## src/rtl/iob_master.sv

```systemverilog
// I/O bus master: runs 68000-style asynchronous bus cycles (AS/LDS/UDS/VMA/E)
// for the I/O bridge slave and reports DTACK/BERR completion status back to it.
`timescale 1ns/1ps
module iob_master #(
  parameter int unsigned TO_MAX = 255
) (
  input  logic CLK,
  input  logic RST,
  input  logic IOREQ,
  input  logic IORW,
  input  logic IOL,
  input  logic IOU,
  input  logic nDTACK,
  input  logic nBERR,
  input  logic nVPA,
  output logic IOACT,
  output logic nIODTACK,
  output logic nIOBERR,
  output logic nAS,
  output logic nLDS,
  output logic nUDS,
  output logic IORW_o,
  output logic nVMA,
  output logic E,
  output logic nDoutOE,
  output logic nDinLE
);

  typedef enum logic [3:0] {
    ST_IDLE, ST_S0, ST_S1, ST_S2, ST_S3, ST_S4, ST_VW, ST_S5, ST_S6, ST_S7
  } state_t;

  localparam int unsigned     WD_W      = $clog2(TO_MAX + 1);
  localparam logic [WD_W-1:0] WD_LAST   = WD_W'(TO_MAX - 1);
  localparam logic [4:0]      ECNT_LAST = 5'd19;
  localparam logic [4:0]      ECNT_E_HI = 5'd12;
  localparam logic [4:0]      ECNT_VMA  = 5'd8;

  state_t          state_q, state_d;
  logic [4:0]      ecnt_q, ecnt_d;
  logic [WD_W-1:0] wd_q, wd_d;
  logic            rw_q, rw_d, l_q, l_d, u_q, u_d, berr_q, berr_d;
  logic [2:0]      sync1_q, sync2_q;

  logic ioact_q, ioact_d, niodtack_q, niodtack_d, nioberr_q, nioberr_d;
  logic nas_q, nas_d, nlds_q, nlds_d, nuds_q, nuds_d, iorw_q, iorw_d;
  logic nvma_q, nvma_d, e_q, e_d, ndoutoe_q, ndoutoe_d, ndinle_q, ndinle_d;

  logic dts, bes, vps, timeout, bus_win, strb_win;

  // Two-flop synchronizers, ordered {nVPA, nBERR, nDTACK}; idle value is deasserted.
  always_ff @(posedge CLK or posedge RST) begin
    if (RST) begin
      sync1_q <= '1;
      sync2_q <= '1;
    end else begin
      sync1_q <= {nVPA, nBERR, nDTACK};
      sync2_q <= sync1_q;
    end
  end

  assign dts     = ~sync2_q[0];
  assign timeout = (wd_q == WD_LAST);
  assign bes     = ~sync2_q[1] | timeout;
  assign vps     = ~sync2_q[2];

  always_comb begin
    state_d = state_q;
    rw_d    = rw_q;
    l_d     = l_q;
    u_d     = u_q;
    berr_d  = berr_q;
    wd_d    = wd_q;
    ecnt_d  = (ecnt_q == ECNT_LAST) ? '0 : ecnt_q + 5'd1;

    case (state_q)
      ST_IDLE: begin
        if (IOREQ) begin
          state_d = ST_S0;
          rw_d    = IORW;
          l_d     = IOL;
          u_d     = IOU;
        end
      end
      ST_S0: begin
        wd_d    = '0;
        berr_d  = 1'b0;
        state_d = ST_S1;
      end
      ST_S1: state_d = ST_S2;
      ST_S2: state_d = ST_S3;
      ST_S3: state_d = ST_S4;
      ST_S4: begin
        if (!timeout) wd_d = wd_q + 1'b1;
        if (bes) begin
          berr_d  = 1'b1;
          state_d = ST_S5;
        end else if (dts) begin
          state_d = ST_S5;
        end else if (vps) begin
          state_d = ST_VW;
        end
      end
      ST_VW: begin
        if (!timeout) wd_d = wd_q + 1'b1;
        if (bes) begin
          berr_d  = 1'b1;
          state_d = ST_S5;
        end else if (!nvma_q && ecnt_q == ECNT_LAST) begin
          state_d = ST_S5;
        end
      end
      ST_S5: state_d = ST_S6;
      ST_S6: state_d = ST_S7;
      ST_S7: state_d = ST_IDLE;
      default: state_d = ST_IDLE;
    endcase
  end

  // Outputs are decoded from the next state so every pin changes on the state edge.
  always_comb begin
    ioact_d    = (state_d != ST_IDLE);
    niodtack_d = niodtack_q;
    nioberr_d  = nioberr_q;
    if (state_q == ST_IDLE && state_d == ST_S0) begin
      niodtack_d = 1'b1;
      nioberr_d  = 1'b1;
    end else if (state_q == ST_S6 && state_d == ST_S7) begin
      if (berr_q) nioberr_d  = 1'b0;
      else        niodtack_d = 1'b0;
    end

    bus_win  = state_d inside {ST_S2, ST_S3, ST_S4, ST_VW, ST_S5, ST_S6};
    strb_win = rw_d ? bus_win : (state_d inside {ST_S4, ST_VW, ST_S5, ST_S6});

    nas_d     = ~bus_win;
    nlds_d    = ~(strb_win & l_d);
    nuds_d    = ~(strb_win & u_d);
    iorw_d    = (state_d == ST_IDLE) ? 1'b1 : rw_d;
    ndoutoe_d = ~(bus_win & ~rw_d);
    ndinle_d  = state_d inside {ST_S6, ST_S7};
    e_d       = (ecnt_d >= ECNT_E_HI);

    nvma_d = nvma_q;
    if (state_d inside {ST_IDLE, ST_S7}) nvma_d = 1'b1;
    else if (state_d == ST_VW && ecnt_d == ECNT_VMA) nvma_d = 1'b0;
  end

  always_ff @(posedge CLK or posedge RST) begin
    if (RST) begin
      state_q    <= ST_IDLE;
      ecnt_q     <= '0;
      wd_q       <= '0;
      rw_q       <= 1'b1;
      l_q        <= 1'b0;
      u_q        <= 1'b0;
      berr_q     <= 1'b0;
      ioact_q    <= 1'b0;
      niodtack_q <= 1'b1;
      nioberr_q  <= 1'b1;
      nas_q      <= 1'b1;
      nlds_q     <= 1'b1;
      nuds_q     <= 1'b1;
      iorw_q     <= 1'b1;
      nvma_q     <= 1'b1;
      e_q        <= 1'b0;
      ndoutoe_q  <= 1'b1;
      ndinle_q   <= 1'b0;
    end else begin
      state_q    <= state_d;
      ecnt_q     <= ecnt_d;
      wd_q       <= wd_d;
      rw_q       <= rw_d;
      l_q        <= l_d;
      u_q        <= u_d;
      berr_q     <= berr_d;
      ioact_q    <= ioact_d;
      niodtack_q <= niodtack_d;
      nioberr_q  <= nioberr_d;
      nas_q      <= nas_d;
      nlds_q     <= nlds_d;
      nuds_q     <= nuds_d;
      iorw_q     <= iorw_d;
      nvma_q     <= nvma_d;
      e_q        <= e_d;
      ndoutoe_q  <= ndoutoe_d;
      ndinle_q   <= ndinle_d;
    end
  end

  assign IOACT    = ioact_q;
  assign nIODTACK = niodtack_q;
  assign nIOBERR  = nioberr_q;
  assign nAS      = nas_q;
  assign nLDS     = nlds_q;
  assign nUDS     = nuds_q;
  assign IORW_o   = iorw_q;
  assign nVMA     = nvma_q;
  assign E        = e_q;
  assign nDoutOE  = ndoutoe_q;
  assign nDinLE   = ndinle_q;

endmodule

```

## config.mk

```make
export PLATFORM = sky130hd
export DESIGN_NAME = iob_master
export DESIGN_NICKNAME = d
export VERILOG_FILES = /design/src/rtl/iob_master.sv
export SDC_FILE = /design/constraint.sdc
export NUM_CORES = 1
export LEC_CHECK = 0
export ABC_AREA = 0
export CORE_UTILIZATION = 50
export DETAILED_ROUTE_END_ITERATION = 6
export PLACE_DENSITY = 0.84
export SYNTH_ARGS = -nofsm -noshare
export SYNTH_HDL_FRONTEND = slang
export SYNTH_SLANG_ARGS = --single-unit
export TNS_END_PERCENT = 100
```

## constraint.sdc

```tcl
create_clock -name CLK -period 2.4 [get_ports CLK]
set_input_delay 0.72 -clock CLK [delete_from_list [all_inputs] [get_ports CLK]]
set_output_delay 0.72 -clock CLK [all_outputs]
set_load 0.01 [all_outputs]
```

# Yosys cells after proc, flatten, opt, wreduce, memory -nomap -nowiden
# Cells that the tools add are included.
[totals]
in_bits = 9
register_bits = 38
word_cells = 104
out_inout_bits = 11
[op_classes]
magnitude_cmp = 1
muxes = 28
n_reduce_logical = 21
bitwise_logic = 10
n_eq_ne = 22
add_sub_neg = 2
[op_table]
columns = ["operator", "count"]
rows = [
  ["one-hot mux 4 bit (9 select lines)", 1],
  ["equality test 4 x 3 -> 1 bit (second input constant)", 8],
  ["two-way mux 4 bit", 6],
  ["two-way mux 1 bit", 17],
  ["one-hot mux 8 bit (2 select lines)", 1],
  ["equality test 4 x 2 -> 1 bit (second input constant)", 3],
  ["equality test 4 bit (second input constant)", 3],
  ["nonzero test 2 bit", 6],
  ["adder 8 x 1 -> 8 bit (second input constant)", 1],
  ["equality test 4 x 1 -> 1 bit (second input constant)", 2],
  ["equality test 8 bit (second input constant)", 1],
  ["logical NOT 4 bit", 2],
  ["two-way mux 8 bit", 1],
  ["AND reduction 2 bit", 4],
  ["nonzero test 4 bit", 2],
  ["NOT 1 bit", 6],
  ["nonzero test 6 bit", 1],
  ["adder 5 x 1 -> 5 bit (second input constant)", 1],
  ["equality test 5 x 4 -> 1 bit (second input constant)", 1],
  ["equality test 5 bit (second input constant)", 1],
  ["greater-or-equal comparator 5 x 4 -> 1 bit (second input constant)", 1],
  ["two-way mux 5 bit", 1],
  ["logical AND 1 bit", 4],
  ["inequality test 2 x 1 -> 1 bit (second input constant)", 2],
  ["6 further kinds", 8],
]

# Depth between registers and ports, before layout
[depth]
depth_word = 10
ltp_mapped = 8
ltp_nobuf = 8

# Worst setup path before layout
# OpenSTA, ideal clock, no wires.
[synth_path]
kind = "input to register"
start = "in IOREQ"
end = "reg nvma_q, in the netlist nVMA"
path_stages = 5
required_time_ns = 2.334
setup_time_ns = 0.066
arrival_ns = 1.779
slack_ns = 0.555
n_path_buf = 0
path_cell_list = "or4_4 -> nand4b_4 -> nand2_4 -> or3_4 -> nand4_1"
[synth_between]
elab_chain_len = 5
elab_cells_between_ends = 9
classes_between = "2 x eq/ne; 3 x mux; 4 x reduce/logical"
[synth_rtl]
columns = ["item", "line", "source"]
rows = [
  ["start, declared", "9", "input logic IOREQ,"],
  ["two-way mux 4 bit *", "78", "if (IOREQ) begin"],
  ["one-hot mux 4 bit (9 select lines) *", "76", "case (state_q)"],
  ["via state_d[0]", "39", "state_t state_q, state_d;"],
  ["equality test 4 bit (tied with other cells)", "145", "if (state_d inside {ST_IDLE, ST_S7}) nvma_d = 1'b1;"],
  ["nonzero test 2 bit or logical AND 1 bit (tied branches)", "145, 146", ""],
  ["two-way mux 1 bit or nonzero test 2 bit (tied branches)", "n/a", ""],
  ["end signal, assigned", "184", "nvma_q <= nvma_d;"],
  ["end, declared", "47", "logic nvma_q, nvma_d, e_q, e_d, ndoutoe_q, ndoutoe_d, ndinle_q, ndinle_d;"],
]
# The timed path passes the listed nets; every way through them passes the cells marked *.
# A chain may end at the register's enable or synchronous reset.

# Final worst setup path
[layout_path]
start = "reg nioberr_q, in the netlist nIOBERR"
end = "out nIOBERR"
[layout_rtl]
columns = ["item", "line", "source"]
rows = [
  ["start, declared", "45", "logic ioact_q, ioact_d, niodtack_q, niodtack_d, nioberr_q, nioberr_d;"],
  ["start signal, assigned", "179", "nioberr_q <= nioberr_d;"],
  ["end, declared", "18", "output logic nIOBERR,"],
]
# No word-level cell between the ends.

==> reports/metrics.csv <==
stage;metric;value;unit
global_routing;global_route.overflow_total;0;
power_and_ir_drop;netSwitchingPower;0.000876;W
power_and_ir_drop;ir_drop;630;uV
finish;final_util;63.8;%
die;dieHeight;60.7;um
yosys;ys_seq_area_share;56.2;%
clock_network;cts_buffers;5;
global_routing;grt_max_degree;39;
finish;syn2layout_area_growth;16.5;%
power_and_ir_drop;leakagePower;0.905;nW
yosys;synth_seq_cells;38;
sta;rsz0062_at_grt;no;
sta;fin_skew;0.00960;ns
sta;timing.slew.headroom;69.9;%
die;die_x;60.7;um
min_path;hold_class;flop to flop;
worst_setup_path;crit_family;buffers and inverters;
clock_network;clockRootBuffer;clkbuf_4;
finish;final_cell_mix;dfrtp_1 (23), nand2_1 (19), clkdlybuf4s50_1 (19), dfstp_2 (15), nor2_1 (11);
sta;fmax;461;MHz
yosys;ys_warn_count;0;
finish;fillers;266;
yosys;synth_simple_gate_area_share;20.0;%
detailed_routing;via_per_inst;5.56;
yosys;synth-compound-area-share;10.2;%
detailed_routing;wl_per_cell;13.9;um
global_routing;grt_usage;20.4;%
global_routing;grt_pass1_vias;1262;
yosys;synth-main-ff-cell;dfrtp_1;
clock_network;clk_pin_slew;0.10;ns
clock_network;htreeDepth;2;
clock_network;cts_resized;0;
worst_setup_path;path_buf_inv;1;
detailed_routing;drt_first_iter_violations;37;
sta;finalHoldViolCount;0;
placement;io_buffers;19;
finish;layout_commonest_cell;dfrtp_1;
die;num_rows;20;
worst_setup_path;arrival;1.45;ns
detailed_routing;antenna_left;0;
clock_network;hold_buffers;0;
global_routing;antenna_found_initial;0;
placement;gp_congestion;0.922;
detailed_routing;finalWirelength;3.05;mm
sta;hold_ws;0.364;ns
worst_setup_path;crit_required;1.68;ns
job;timing.max_cap.violations;0;
worst_setup_path;critical_path_class;flop to output pin;
sta;min_period;2.17;ns
detailed_routing;vias;1224;
global_routing;grt_pass1_wl;5.31;mm
yosys;syn-num-nets;164;
power_and_ir_drop;seqPwrFrac;44.0;%
worst_setup_path;crit_path_top_delay_cell;clkdlybuf4s50_1;
die;core;0.00315;sq mm
sta;tns;0;ns
clock_network;cts.path.max_buffers;2;
sta;setup_violations;0;
die;io-pin-count;20;
yosys;muxShareOfSynthArea;2.68;%
yosys;synth-xor-area-share;5.00;%
worst_setup_path;cp_cell_sequence;clkdlybuf4s50_1;
yosys;synth_edf_count;0;
worst_setup_path;cpPeakStageDelay;0.56;ns
outcome;outcome;finished clean;
clock_network;clock_sinks;38;
power_and_ir_drop;power.internal;0.00143;W
power_and_ir_drop;swShare;37.9;%
finish;drive_above_1_share;20.5;%
power_and_ir_drop;power.density;1150;mW/mm^2
placement;dp_hpwl;2.26;mm
worst_setup_path;critPathCaptureType;output pin;
finish;final_nets;187;
die;initial_core_util;54.7;%
finish;diodes;0;
die;dieArea;0.00369;sq mm
worst_setup_path;path_max_fanout;2;
clock_network;cts_tree;built;
sta;fin_crit_sh;90.3;%
power_and_ir_drop;clock_power_share;14.8;%
detailed_routing;drc;0;
detailed_routing;drt_pass1_iterations;4;
yosys;synth_cell_types;44;
yosys;async_reset_ff_share;100;%
power_and_ir_drop;comb_power_share;41.1;%
worst_setup_path;setup.worst_path.start_class;flop;
sta;tightest_slew;0.452;ns
yosys;postSynthCellCount;152;
yosys;synth_top_family_by_area;simple AND/OR/NAND/NOR gates;
yosys;synthAdderAreaFrac;2.18;%
yosys;avgSynthCellArea;11.4;sq um
sta;final_max_slew_viol_count;0;
yosys;syn_area;0.00173;sq mm
clock_network;clk_latency;0.35;ns
clock_network;cts_setup_buffers;0;
-- path summary, 6_finish.rpt --
path | depth (start not counted) | end | startpoint | slack, ns
worst max-delay path | 1 | nIOBERR | nIOBERR | 0.23
worst max register to register | 8 | nVMA | wd_q[0] | 0.36
min in group asynchronous | 3 | state_q[1] | RST | 0.78
max in group asynchronous | 3 | nAS | RST | 1.28
worst min-delay path | 0 | sync2_q[0] | sync1_q[0] | 0.36
worst min register to register | 0 | sync2_q[0] | sync1_q[0] | 0.36
-- metrics by stage --
stage / cell area, sq um / worst slack [ns] / total power [W] / cells
2_1_floorplan: 1730 / 0.555 / 0.00169 / 152
3_3_place_gp: 1950 / 0.0866 / 0.00191 / 212
3_5_place_dp: 1950 / 0.0493 / 0.00197 / 212
4_1_cts: 2010 / 0.221 / 0.00232 / 220
5_1_grt: 2010 / 0.178 / 0.00246 / 220
6_report: 2010 / 0.232 / 0.00231 / 220
-- power by group through the flow --
| stage | logic, W | clock network (W) | registers, W |
|---|---|---|---|
| finish | 0.000950 | 0.000342 | 0.00102 |
| global route | 0.00104 | 0.000380 | 0.00104 |
| CTS | 0.000953 | 0.000350 | 0.00102 |
| detailed placement | 0.000947 | 0 | 0.00103 |
| global placement | 0.000905 | 0 | 0.00101 |
| floorplan | 0.000721 | 0 | 0.000972 |
-- sequential cells by signal (all words and copies together), names as in the netlist, 3 cells and up --
register / cells
wd_q: 8
sync2_q: 3
ecnt_q: 5
sync1_q: 3
state_q: 4
-- synthesized netlist by cell type (2+ instances only) --
cell type / instances / area [sq um]
a21o_1: 3 / 22.5
a21oi_1: 3 / 15.0
and2_1: 3 / 18.8
and3_1: 2 / 12.5
dfrtp_1: 23 / 576
dfstp_2: 15 / 394
ha_1: 3 / 37.5
inv_1: 9 / 33.8
mux2_2: 2 / 22.5
nand2_1: 19 / 71.3
nand3_1: 5 / 25.0
nand4_1: 4 / 25.0
nor2_1: 11 / 41.3
nor2b_1: 5 / 31.3
o211ai_1: 2 / 15.0
o21ai_0: 7 / 35.0
o21ai_1: 2 / 10.0
o41ai_1: 2 / 17.5
xnor2_1: 2 / 17.5
xor2_1: 6 / 52.6
-- per-layer routing --
metal / global-route usage, % / routed length, um / part of all wire [%] / vias to the layer above
met2: 32.5 / 1500 / 49 / 37
li1: - / - / - / 569
met1: 24.8 / 1330 / 43 / 607
met5: 0 / 0 / 0 / -
met3: 4.69 / 121 / 4.0 / 11
met4: 14.0 / 98 / 3.2 / 0
-- layout make-up --
type                            count  area [sq um]  share of cell area (%)
Clock inverter                      1          5.00                   0.249
Inverter                           10          37.5                    1.87
Timing Repair Buffer               20           198                    9.83
Multi-Input combinational cell    100           691                    34.3
Clock buffer                        7          55.1                    2.74
Sequential cell                    38           970                    48.2
Tap cell                           44          55.1                    2.74
-- cells by family after synthesis --
group | after synthesis
and+or+nand+nor | 60
DFF | 38
AOI/OAI and AO/OA | 24
buffers and inverters | 14
xor gates and xnor gates | 9
muxes | 4
adders and majority gates | 3
Power figures use the tool's default switching activity.
